<file path="src/rtl/pipelined_muldiv_alu_if.sv">
// Request/response bundle for pipelined_muldiv_alu.
//   master : drives Start, Operand1, Operand2, Cntrl, Shamt; observes results.
//   slave  : the ALU side; drives Busy, Done, ALU_OUT, HI_OUT, LO_OUT and flags.
interface pipelined_muldiv_alu_if #(
    parameter int WIDTH   = 32,
    parameter int SHAMT_W = $clog2(WIDTH)
);
    logic               Start;
    logic [WIDTH-1:0]   Operand1;
    logic [WIDTH-1:0]   Operand2;
    logic [4:0]         Cntrl;
    logic [SHAMT_W-1:0] Shamt;
    logic               Busy;
    logic               Done;
    logic [WIDTH-1:0]   ALU_OUT;
    logic [WIDTH-1:0]   HI_OUT;
    logic [WIDTH-1:0]   LO_OUT;
    logic               NF_OUT, ZF_OUT, OF_OUT, BF_OUT, DZ_OUT;

    modport master (
        output Start, Operand1, Operand2, Cntrl, Shamt,
        input  Busy, Done, ALU_OUT, HI_OUT, LO_OUT,
        input  NF_OUT, ZF_OUT, OF_OUT, BF_OUT, DZ_OUT
    );

    modport slave (
        input  Start, Operand1, Operand2, Cntrl, Shamt,
        output Busy, Done, ALU_OUT, HI_OUT, LO_OUT,
        output NF_OUT, ZF_OUT, OF_OUT, BF_OUT, DZ_OUT
    );
endinterface

</file>
<file path="src/rtl/pipelined_muldiv_alu.sv">
// EX-stage ALU: single-cycle logic/arith/shift/compare ops plus iterative
// signed/unsigned multiply and divide writing a HI/LO pair.
//   CLK  : clock, rising edge
//   RST  : synchronous active-high reset
//   bus  : slave side of pipelined_muldiv_alu_if (Start/Busy/Done handshake,
//          operands, opcode, shift amount, results and flags)
// Mul/div run as IDLE -> ITER (WIDTH steps) -> FIX (sign correction).
module pipelined_muldiv_alu #(
    parameter int WIDTH   = 32,
    parameter int SHAMT_W = $clog2(WIDTH)
) (
    input  logic                  CLK,
    input  logic                  RST,
    pipelined_muldiv_alu_if.slave bus
);
    localparam int CNT_W = $clog2(WIDTH) + 1;

    typedef enum logic [1:0] {IDLE, ITER, FIX} state_t;
    state_t state, state_nxt;

    logic [4:0]       op;
    logic [WIDTH-1:0] op1, op2;
    logic             is_md, is_div, is_sgn, is_sc, dz;
    logic             a_neg, b_neg;
    logic [WIDTH-1:0] a_mag, b_mag;

    // acc_hi/acc_lo: product {hi,lo} for multiply, {remainder,quotient} for divide
    logic [WIDTH-1:0] acc_hi, acc_lo, dsor;
    logic [CNT_W-1:0] cnt;
    logic             op_div, neg_lo, neg_hi;

    logic [WIDTH-1:0] alu_out, hi_out, lo_out;
    logic             done, nf, zf, ovf, bf, dzf;

    assign op  = bus.Cntrl;
    assign op1 = bus.Operand1;
    assign op2 = bus.Operand2;

    always_comb begin
        is_md  = (op[4:2] == 3'b100);
        is_div = op[1];
        is_sgn = ~op[0];
        is_sc  = (op <= 5'h0D);
        dz     = is_md && is_div && (op2 == '0);
        a_neg  = is_sgn && op1[WIDTH-1];
        b_neg  = is_sgn && op2[WIDTH-1];
        a_mag  = a_neg ? -op1 : op1;
        b_mag  = b_neg ? -op2 : op2;
    end

    // single-cycle datapath
    logic [WIDTH-1:0]   sc_res, add_r, sub_r;
    logic               sc_of;
    logic [SHAMT_W-1:0] sh;

    always_comb begin
        add_r  = op1 + op2;
        sub_r  = op1 - op2;
        // odd shift codes take the variable amount from rs
        sh     = op[0] ? op1[SHAMT_W-1:0] : bus.Shamt;
        sc_res = '0;
        sc_of  = 1'b0;
        case (op)
            5'h00: sc_res = op1 & op2;
            5'h01: sc_res = op1 | op2;
            5'h02: begin
                sc_res = add_r;
                sc_of  = (op1[WIDTH-1] == op2[WIDTH-1]) && (add_r[WIDTH-1] != op1[WIDTH-1]);
            end
            5'h03: sc_res = op1 ^ op2;
            5'h04: sc_res = ~(op1 | op2);
            5'h05: sc_res = {{(WIDTH-1){1'b0}}, op1 < op2};
            5'h06: begin
                sc_res = sub_r;
                sc_of  = (op1[WIDTH-1] != op2[WIDTH-1]) && (sub_r[WIDTH-1] != op1[WIDTH-1]);
            end
            5'h07: sc_res = {{(WIDTH-1){1'b0}}, $signed(op1) < $signed(op2)};
            5'h08, 5'h09: sc_res = op2 << sh;
            5'h0A, 5'h0B: sc_res = op2 >> sh;
            5'h0C, 5'h0D: sc_res = $signed(op2) >>> sh;
            default: sc_res = '0;
        endcase
    end

    // one iteration step and the final sign fix-up
    logic [WIDTH:0]     mul_sum, div_sh, div_diff;
    logic [WIDTH-1:0]   step_hi, step_lo, fix_hi, fix_lo;
    logic [2*WIDTH-1:0] prod_neg;

    always_comb begin
        mul_sum  = {1'b0, acc_hi} + (acc_lo[0] ? {1'b0, dsor} : '0);
        div_sh   = {acc_hi, acc_lo[WIDTH-1]};
        // invariant rem < divisor keeps the difference's sign bit exact
        div_diff = div_sh - {1'b0, dsor};
        if (op_div) begin
            step_hi = div_diff[WIDTH] ? div_sh[WIDTH-1:0] : div_diff[WIDTH-1:0];
            step_lo = {acc_lo[WIDTH-2:0], ~div_diff[WIDTH]};
        end else begin
            step_hi = mul_sum[WIDTH:1];
            step_lo = {mul_sum[0], acc_lo[WIDTH-1:1]};
        end
        prod_neg = -{acc_hi, acc_lo};
        if (op_div) begin
            fix_hi = neg_hi ? -acc_hi : acc_hi;
            fix_lo = neg_lo ? -acc_lo : acc_lo;
        end else begin
            fix_hi = neg_lo ? prod_neg[2*WIDTH-1:WIDTH] : acc_hi;
            fix_lo = neg_lo ? prod_neg[WIDTH-1:0]       : acc_lo;
        end
    end

    always_ff @(posedge CLK) begin
        if (RST) state <= IDLE;
        else     state <= state_nxt;
    end

    always_comb begin
        state_nxt = state;
        case (state)
            IDLE:    if (bus.Start && is_md && !dz) state_nxt = ITER;
            ITER:    if (cnt == CNT_W'(WIDTH - 1)) state_nxt = FIX;
            FIX:     state_nxt = IDLE;
            default: state_nxt = IDLE;
        endcase
    end

    always_ff @(posedge CLK) begin
        if (RST) begin
            alu_out <= '0; hi_out <= '0; lo_out <= '0;
            acc_hi  <= '0; acc_lo <= '0; dsor   <= '0; cnt <= '0;
            op_div  <= 1'b0; neg_lo <= 1'b0; neg_hi <= 1'b0;
            done    <= 1'b0; nf <= 1'b0; zf <= 1'b0; ovf <= 1'b0;
            bf      <= 1'b0; dzf <= 1'b0;
        end else begin
            done <= 1'b0;
            case (state)
                IDLE: if (bus.Start) begin
                    bf  <= 1'b0;
                    dzf <= 1'b0;
                    if (is_md && dz) begin
                        hi_out <= op1;
                        lo_out <= '1;
                        dzf    <= 1'b1;
                        nf     <= 1'b1;
                        zf     <= 1'b0;
                        ovf    <= 1'b0;
                        done   <= 1'b1;
                    end else if (is_md) begin
                        dsor   <= is_div ? b_mag : a_mag;
                        acc_lo <= is_div ? a_mag : b_mag;
                        acc_hi <= '0;
                        cnt    <= '0;
                        op_div <= is_div;
                        neg_lo <= a_neg ^ b_neg;
                        neg_hi <= a_neg;
                    end else if (is_sc) begin
                        alu_out <= sc_res;
                        nf      <= sc_res[WIDTH-1];
                        zf      <= (sc_res == '0);
                        ovf     <= sc_of;
                        done    <= 1'b1;
                    end else begin
                        alu_out <= '0;
                        bf      <= 1'b1;
                        nf      <= 1'b0;
                        zf      <= 1'b1;
                        ovf     <= 1'b0;
                        done    <= 1'b1;
                    end
                end
                ITER: begin
                    acc_hi <= step_hi;
                    acc_lo <= step_lo;
                    cnt    <= cnt + CNT_W'(1);
                end
                FIX: begin
                    hi_out <= fix_hi;
                    lo_out <= fix_lo;
                    nf     <= fix_lo[WIDTH-1];
                    zf     <= (fix_lo == '0);
                    ovf    <= 1'b0;
                    done   <= 1'b1;
                end
                default: ;
            endcase
        end
    end

    assign bus.Busy    = (state != IDLE);
    assign bus.Done    = done;
    assign bus.ALU_OUT = alu_out;
    assign bus.HI_OUT  = hi_out;
    assign bus.LO_OUT  = lo_out;
    assign bus.NF_OUT  = nf;
    assign bus.ZF_OUT  = zf;
    assign bus.OF_OUT  = ovf;
    assign bus.BF_OUT  = bf;
    assign bus.DZ_OUT  = dzf;
endmodule

</file>
<file path="src/flat_wrapper.sv">
// flat-port wrapper written by rule: the top's interface ports become plain ports
module pipelined_muldiv_alu_flat 
#(
    parameter int WIDTH   = 32,
    parameter int SHAMT_W = $clog2(WIDTH)
)
  (CLK, RST, bus_Start, bus_Operand1, bus_Operand2, bus_Cntrl, bus_Shamt, bus_Busy, bus_Done, bus_ALU_OUT, bus_HI_OUT, bus_LO_OUT, bus_NF_OUT, bus_ZF_OUT, bus_OF_OUT, bus_BF_OUT, bus_DZ_OUT);
  pipelined_muldiv_alu_if #(.WIDTH(WIDTH), .SHAMT_W(SHAMT_W)) bus_i ();
  input  logic CLK;
  input  logic RST;
  input wire logic [$bits(bus_i.Start)-1:0] bus_Start;
  input wire logic [$bits(bus_i.Operand1)-1:0] bus_Operand1;
  input wire logic [$bits(bus_i.Operand2)-1:0] bus_Operand2;
  input wire logic [$bits(bus_i.Cntrl)-1:0] bus_Cntrl;
  input wire logic [$bits(bus_i.Shamt)-1:0] bus_Shamt;
  output wire logic [$bits(bus_i.Busy)-1:0] bus_Busy;
  output wire logic [$bits(bus_i.Done)-1:0] bus_Done;
  output wire logic [$bits(bus_i.ALU_OUT)-1:0] bus_ALU_OUT;
  output wire logic [$bits(bus_i.HI_OUT)-1:0] bus_HI_OUT;
  output wire logic [$bits(bus_i.LO_OUT)-1:0] bus_LO_OUT;
  output wire logic [$bits(bus_i.NF_OUT)-1:0] bus_NF_OUT;
  output wire logic [$bits(bus_i.ZF_OUT)-1:0] bus_ZF_OUT;
  output wire logic [$bits(bus_i.OF_OUT)-1:0] bus_OF_OUT;
  output wire logic [$bits(bus_i.BF_OUT)-1:0] bus_BF_OUT;
  output wire logic [$bits(bus_i.DZ_OUT)-1:0] bus_DZ_OUT;
  assign bus_i.Start = bus_Start;
  assign bus_i.Operand1 = bus_Operand1;
  assign bus_i.Operand2 = bus_Operand2;
  assign bus_i.Cntrl = bus_Cntrl;
  assign bus_i.Shamt = bus_Shamt;
  assign bus_Busy = bus_i.Busy;
  assign bus_Done = bus_i.Done;
  assign bus_ALU_OUT = bus_i.ALU_OUT;
  assign bus_HI_OUT = bus_i.HI_OUT;
  assign bus_LO_OUT = bus_i.LO_OUT;
  assign bus_NF_OUT = bus_i.NF_OUT;
  assign bus_ZF_OUT = bus_i.ZF_OUT;
  assign bus_OF_OUT = bus_i.OF_OUT;
  assign bus_BF_OUT = bus_i.BF_OUT;
  assign bus_DZ_OUT = bus_i.DZ_OUT;
  pipelined_muldiv_alu #(.WIDTH(WIDTH), .SHAMT_W(SHAMT_W)) u_core (.CLK(CLK), .RST(RST), .bus(bus_i));
endmodule
</file>
<file path="config.mk">
export PLATFORM = sky130hd
export DESIGN_NAME = pipelined_muldiv_alu_flat
export DESIGN_NICKNAME = d
export VERILOG_FILES = /design/src/rtl/pipelined_muldiv_alu_if.sv /design/src/rtl/pipelined_muldiv_alu.sv /design/src/flat_wrapper.sv
export SDC_FILE = /design/constraint.sdc
export NUM_CORES = 1
export LEC_CHECK = 0
export BUFFER_PORTS_ARGS = -buffer_cell sky130_fd_sc_hd__buf_4
export CAP_MARGIN = 25
export CORE_MARGIN = 10
export CORE_UTILIZATION = 35
export DETAILED_ROUTE_END_ITERATION = 8
export PLACE_DENSITY = 0.54
export SLEW_MARGIN = 10
export SYNTH_ARGS = -nofsm -noshare
export SYNTH_HDL_FRONTEND = slang
export SYNTH_SLANG_ARGS = --single-unit
</file>
<file path="constraint.sdc">
create_clock -name CLK -period 5.1 [get_ports CLK]
set_input_delay 1.02 -clock CLK [delete_from_list [all_inputs] [get_ports CLK]]
set_output_delay 1.02 -clock CLK [all_outputs]
set_load 0.02 [all_outputs]
</file>
==> metrics.txt <==
# TYPE chip_impl_metric gauge
chip_impl_metric{name="via_count_of_the_first_global_routing_pass",unit=""} 27167
chip_impl_info{name="worstHoldEndpoint",value="u_core.dsor[7]"} 1
chip_impl_info{name="outcome",value="complete, no violations"} 1
chip_impl_metric{name="synthesis.nets",unit=""} 3706
chip_impl_info{name="grt_most_used_layer",value="met2"} 1
chip_impl_metric{name="cap_viol_max_count",unit=""} 0
chip_impl_metric{name="postSynth.asyncResetShare",unit="%"} 0
chip_impl_info{name="cts_root_buffer",value="sky130_fd_sc_hd__clkbuf_16"} 1
chip_impl_metric{name="detail_route.first_pass.iterations",unit=""} 6
chip_impl_metric{name="final_slew_viol_count",unit=""} 0
chip_impl_info{name="dominantRegCellSynth",value="sky130_fd_sc_hd__dfxtp_1"} 1
chip_impl_info{name="rsz0062_at_grt",value="no"} 1
chip_impl_metric{name="std_cell_rows",unit=""} 98
chip_impl_metric{name="detail_route.iter0.violations",unit=""} 3953
chip_impl_metric{name="drt.antenna.violating_nets",unit=""} 0
chip_impl_info{name="critical_path.startpoint_type",value="input port"} 1
chip_impl_metric{name="die_x",unit="um"} 287
chip_impl_info{name="most_frequent_standard_cell_in_the_layout_excluding_fill_and_tap_cells",value="sky130_fd_sc_hd__buf_4"} 1
chip_impl_metric{name="fin_nets",unit=""} 3988
chip_impl_metric{name="boundaryPins",unit=""} 180
chip_impl_metric{name="syn_avg_cell_area",unit="sq um"} 7.24
chip_impl_metric{name="layout-drive-gt1-share",unit="%"} 18.3
chip_impl_info{name="clock_tree_from_tritoncts",value="built"} 1
chip_impl_metric{name="place_worst_setup_slack",unit="ps"} -326
chip_impl_metric{name="global_route.usage.met1",unit="%"} 43.8
chip_impl_metric{name="area_growth",unit="%"} 21.1
chip_impl_metric{name="clock_sink_count",unit=""} 209
chip_impl_metric{name="number_of_storage_elements_in_the_synthesis_netlist",unit=""} 209
chip_impl_info{name="origin_of_the_critical_flop_to_flop_path",value="u_core.acc_lo[0]"} 1
chip_impl_metric{name="final.hold.worst_slack",unit="ps"} 454
chip_impl_metric{name="finalWeightedCongestion",unit=""} 1.03
chip_impl_info{name="most-common-layout-cells",value="sky130_fd_sc_hd__buf_4 (505), sky130_fd_sc_hd__nor2_1 (381), sky130_fd_sc_hd__nand2_1 (318)"} 1
chip_impl_metric{name="post_synth_inst_count",unit=""} 3457
chip_impl_metric{name="vdd_drop_max",unit="uV"} 264
chip_impl_metric{name="worst_r2r_path_depth",unit=""} 15
chip_impl_metric{name="maximum_number_of_pins_on_one_net_before_global_route_repair",unit=""} 131
chip_impl_metric{name="clkSlewWorstSetupHoldPaths",unit="ps"} 60
chip_impl_metric{name="postLayoutSetupSlackWorst",unit="ps"} 296
chip_impl_metric{name="power",unit="mW"} 6.44
chip_impl_metric{name="detail_route.wl_per_cell",unit="um"} 28.6
chip_impl_metric{name="routed-via-count",unit=""} 29332
chip_impl_metric{name="timing.final.hold_violations",unit=""} 0
chip_impl_metric{name="syn_area",unit="sq um"} 25000
chip_impl_metric{name="fp.dieArea",unit="sq um"} 82700
chip_impl_info{name="r2r-end",value="u_core.acc_hi[28]"} 1
chip_impl_metric{name="die_height",unit="um"} 287
chip_impl_metric{name="post-dp-hpwl",unit="um"} 108000
chip_impl_metric{name="post-route-drc-count",unit=""} 0
chip_impl_info{name="hold_start",value="u_core.dsor[7]"} 1
chip_impl_metric{name="period_minus_slack",unit="ps"} 4800
chip_impl_metric{name="power_per_cell_area",unit="nW/um^2"} 212
chip_impl_metric{name="achievable-frequency",unit="MHz"} 208
chip_impl_info{name="critical_path_class",value="in -> reg"} 1
chip_impl_metric{name="grtUsageMet3",unit="%"} 8.21
chip_impl_metric{name="total_leakage_power",unit="nW"} 12.7
chip_impl_metric{name="grt_first_pass_wirelength",unit="um"} 192000
chip_impl_metric{name="synth_enable_flop_cells",unit=""} 0
chip_impl_metric{name="wirelength",unit="um"} 135000
chip_impl_metric{name="core_region_area",unit="sq um"} 71200
chip_impl_metric{name="critical_path.max_fanout",unit=""} 3
chip_impl_metric{name="cts.path.max_buffers",unit=""} 3
chip_impl_metric{name="timing.clock.skew",unit="ps"} 14.3
chip_impl_metric{name="antenna_found_initial",unit=""} 10
chip_impl_metric{name="whs_path_depth",unit=""} 2
chip_impl_metric{name="gr-total-overflow",unit=""} 0
chip_impl_metric{name="global_route.usage.total",unit="%"} 31.0
chip_impl_metric{name="slew_headroom",unit="%"} 15.2
chip_impl_metric{name="vias_per_cell",unit=""} 6.23
chip_impl_metric{name="cp.arrival",unit="ps"} 5270
chip_impl_metric{name="ctsHtreeMaxLevel",unit=""} 1
chip_impl_metric{name="cts_buffers",unit=""} 27
chip_impl_info{name="class_of_the_tightest_hold_or_removal_check",value="reg -> reg"} 1
chip_impl_info{name="cp-end-kind",value="register"} 1
chip_impl_metric{name="global_routing_met2_resource_utilization",unit="%"} 43.9
chip_impl_metric{name="synthDistinctLibCells",unit=""} 97
chip_impl_metric{name="cts.repair_timing.setup_buffer_count",unit=""} 0
chip_impl_metric{name="ff2ff_setup_slack",unit="ps"} 590
chip_impl_metric{name="cp.required",unit="ps"} 5570
chip_impl_metric{name="synthesis.yosys.warnings",unit=""} 0
chip_impl_metric{name="synth-seq-area-share",unit="%"} 16.7
chip_impl_metric{name="setup_failing_eps_final",unit=""} 0
chip_impl_metric{name="period_share",unit="%"} 94.2
chip_impl_metric{name="clock_latency",unit="ps"} 600
chip_impl_metric{name="max_slew.worst_pin.slew",unit="ps"} 1260
chip_impl_metric{name="initial_utilization",unit="%"} 35.2
chip_impl_metric{name="buffer_ports.inserted",unit=""} 179
chip_impl_info{name="worst_setup_sp",value="bus_Operand1[1]"} 1
-- state kept, by name, summed over array words and instances (netlist names) --
| register | cells |
|---|---|
| u_core.acc_hi | 32 |
| u_core.acc_lo | 32 |
| u_core.bus.ALU_OUT | 32 |
| u_core.bus.BF_OUT | 1 |
| u_core.bus.DZ_OUT | 1 |
| u_core.bus.Done | 1 |
| u_core.bus.HI_OUT | 32 |
| u_core.bus.LO_OUT | 32 |
| u_core.bus.NF_OUT | 1 |
| u_core.bus.OF_OUT | 1 |
| u_core.bus.ZF_OUT | 1 |
| u_core.cnt | 6 |
| u_core.dsor | 32 |
| u_core.neg_hi | 1 |
| u_core.neg_lo | 1 |
| u_core.op_div | 1 |
| u_core.state | 2 |
-- cell type report --
| cell class | instances | area [sq um] |
|---|---|---|
| Sequential cell | 209 | 4190 |
| Timing Repair Buffer | 523 | 4150 |
| Multi-Input combinational cell | 2821 | 19300 |
| Clock buffer | 35 | 746 |
| Inverter | 157 | 589 |
| Fill cell | 7449 | 40900 |
| Clock inverter | 13 | 184 |
| Tap cell | 950 | 1190 |
| Antenna cell | 3 | 7.51 |
-- repair_timing --
item	in CTS	in global routing
hold buffers	0	0
gates resized for setup	0	2
endpoints found under the setup margin	0	1
-- report_power, final --
group	internal, mW	switching [mW]	leakage, nW
logic	1.00	1.65	10.6
registers	1.67	0.0519	1.69
clock network	1.23	0.846	0.464
total	3.90	2.54	12.7
-- kinds of logic (layout without fill, tap and decap cells) --
family                   Yosys count  in the layout  synth area share, %
flip-flops                       209            209                 16.7
buffers and inverters            427            728                 6.81
adder cells (fa/ha/maj)          172            172                 8.71
multiplexers                     214            214                 10.5
other                              0              3                    0
XOR/XNOR                         190            190                 6.64
AO/OA/AOI/OAI                   1121           1121                 30.0
AND/OR/NAND/NOR                 1124           1124                 20.6
-- stage by stage --
stage	instances	setup TNS, ps	util, %	cell area [sq um]
2_1_floorplan	3457	0	-	25000
3_3_place_gp	4658	-284	41.2	29300
3_5_place_dp	4658	-363	41.2	29300
4_1_cts	4706	0	42.5	30300
5_1_grt	4708	0	42.6	30300
6_report	4711	0	42.6	30300
-- cell usage after synthesis (all sizes together), types with 68 or more instances --
cell | instances | area, sq um
a211oi | 105 | 788
nor2 | 386 | 1450
inv | 153 | 574
nand2 | 318 | 1190
dfxtp | 209 | 4180
ha | 168 | 2100
clkbuf | 212 | 797
xnor2 | 132 | 1160
o21ai | 233 | 1170
mux2i | 164 | 1670
a21oi | 241 | 1210
nor3 | 121 | 606
o211ai | 68 | 510
-- worst max-delay path by stage --
stage | end | slack (ps) | cells past startpoint
floorplan | u_core.bus.ZF_OUT | 590 | 16
global placement | u_core.bus.ZF_OUT | -280 | 17
detailed placement | u_core.bus.ZF_OUT | -330 | 17
CTS | u_core.bus.ZF_OUT | 250 | 17
global route | u_core.bus.ZF_OUT | 140 | 17
finish | u_core.bus.NF_OUT | 300 | 16
-- layer usage --
metal	wire length, um	vias to the layer above	part of all wire (%)
met4	6100	10	4.5
met3	15200	278	11
met1	59200	14072	44
met5	49	-	0.036
li1	-	13288	-
met2	54100	1684	40
-- critical path: stages --
cell                        delay [ps]
sky130_fd_sc_hd__buf_4             120
sky130_fd_sc_hd__inv_1              60
sky130_fd_sc_hd__ha_1              300
sky130_fd_sc_hd__o21bai_1          290
sky130_fd_sc_hd__a2111oi_2         160
sky130_fd_sc_hd__o311ai_1          560
sky130_fd_sc_hd__o211ai_1          320
sky130_fd_sc_hd__o31ai_1           580
sky130_fd_sc_hd__a211o_1           320
sky130_fd_sc_hd__a21oi_1           120
sky130_fd_sc_hd__o211ai_1          170
sky130_fd_sc_hd__nand4_1           170
sky130_fd_sc_hd__nor3_1            640
sky130_fd_sc_hd__buf_4             270
sky130_fd_sc_hd__or3_1             110
sky130_fd_sc_hd__a21oi_1            50
Note: power is estimated with default switching activity, not from simulation.
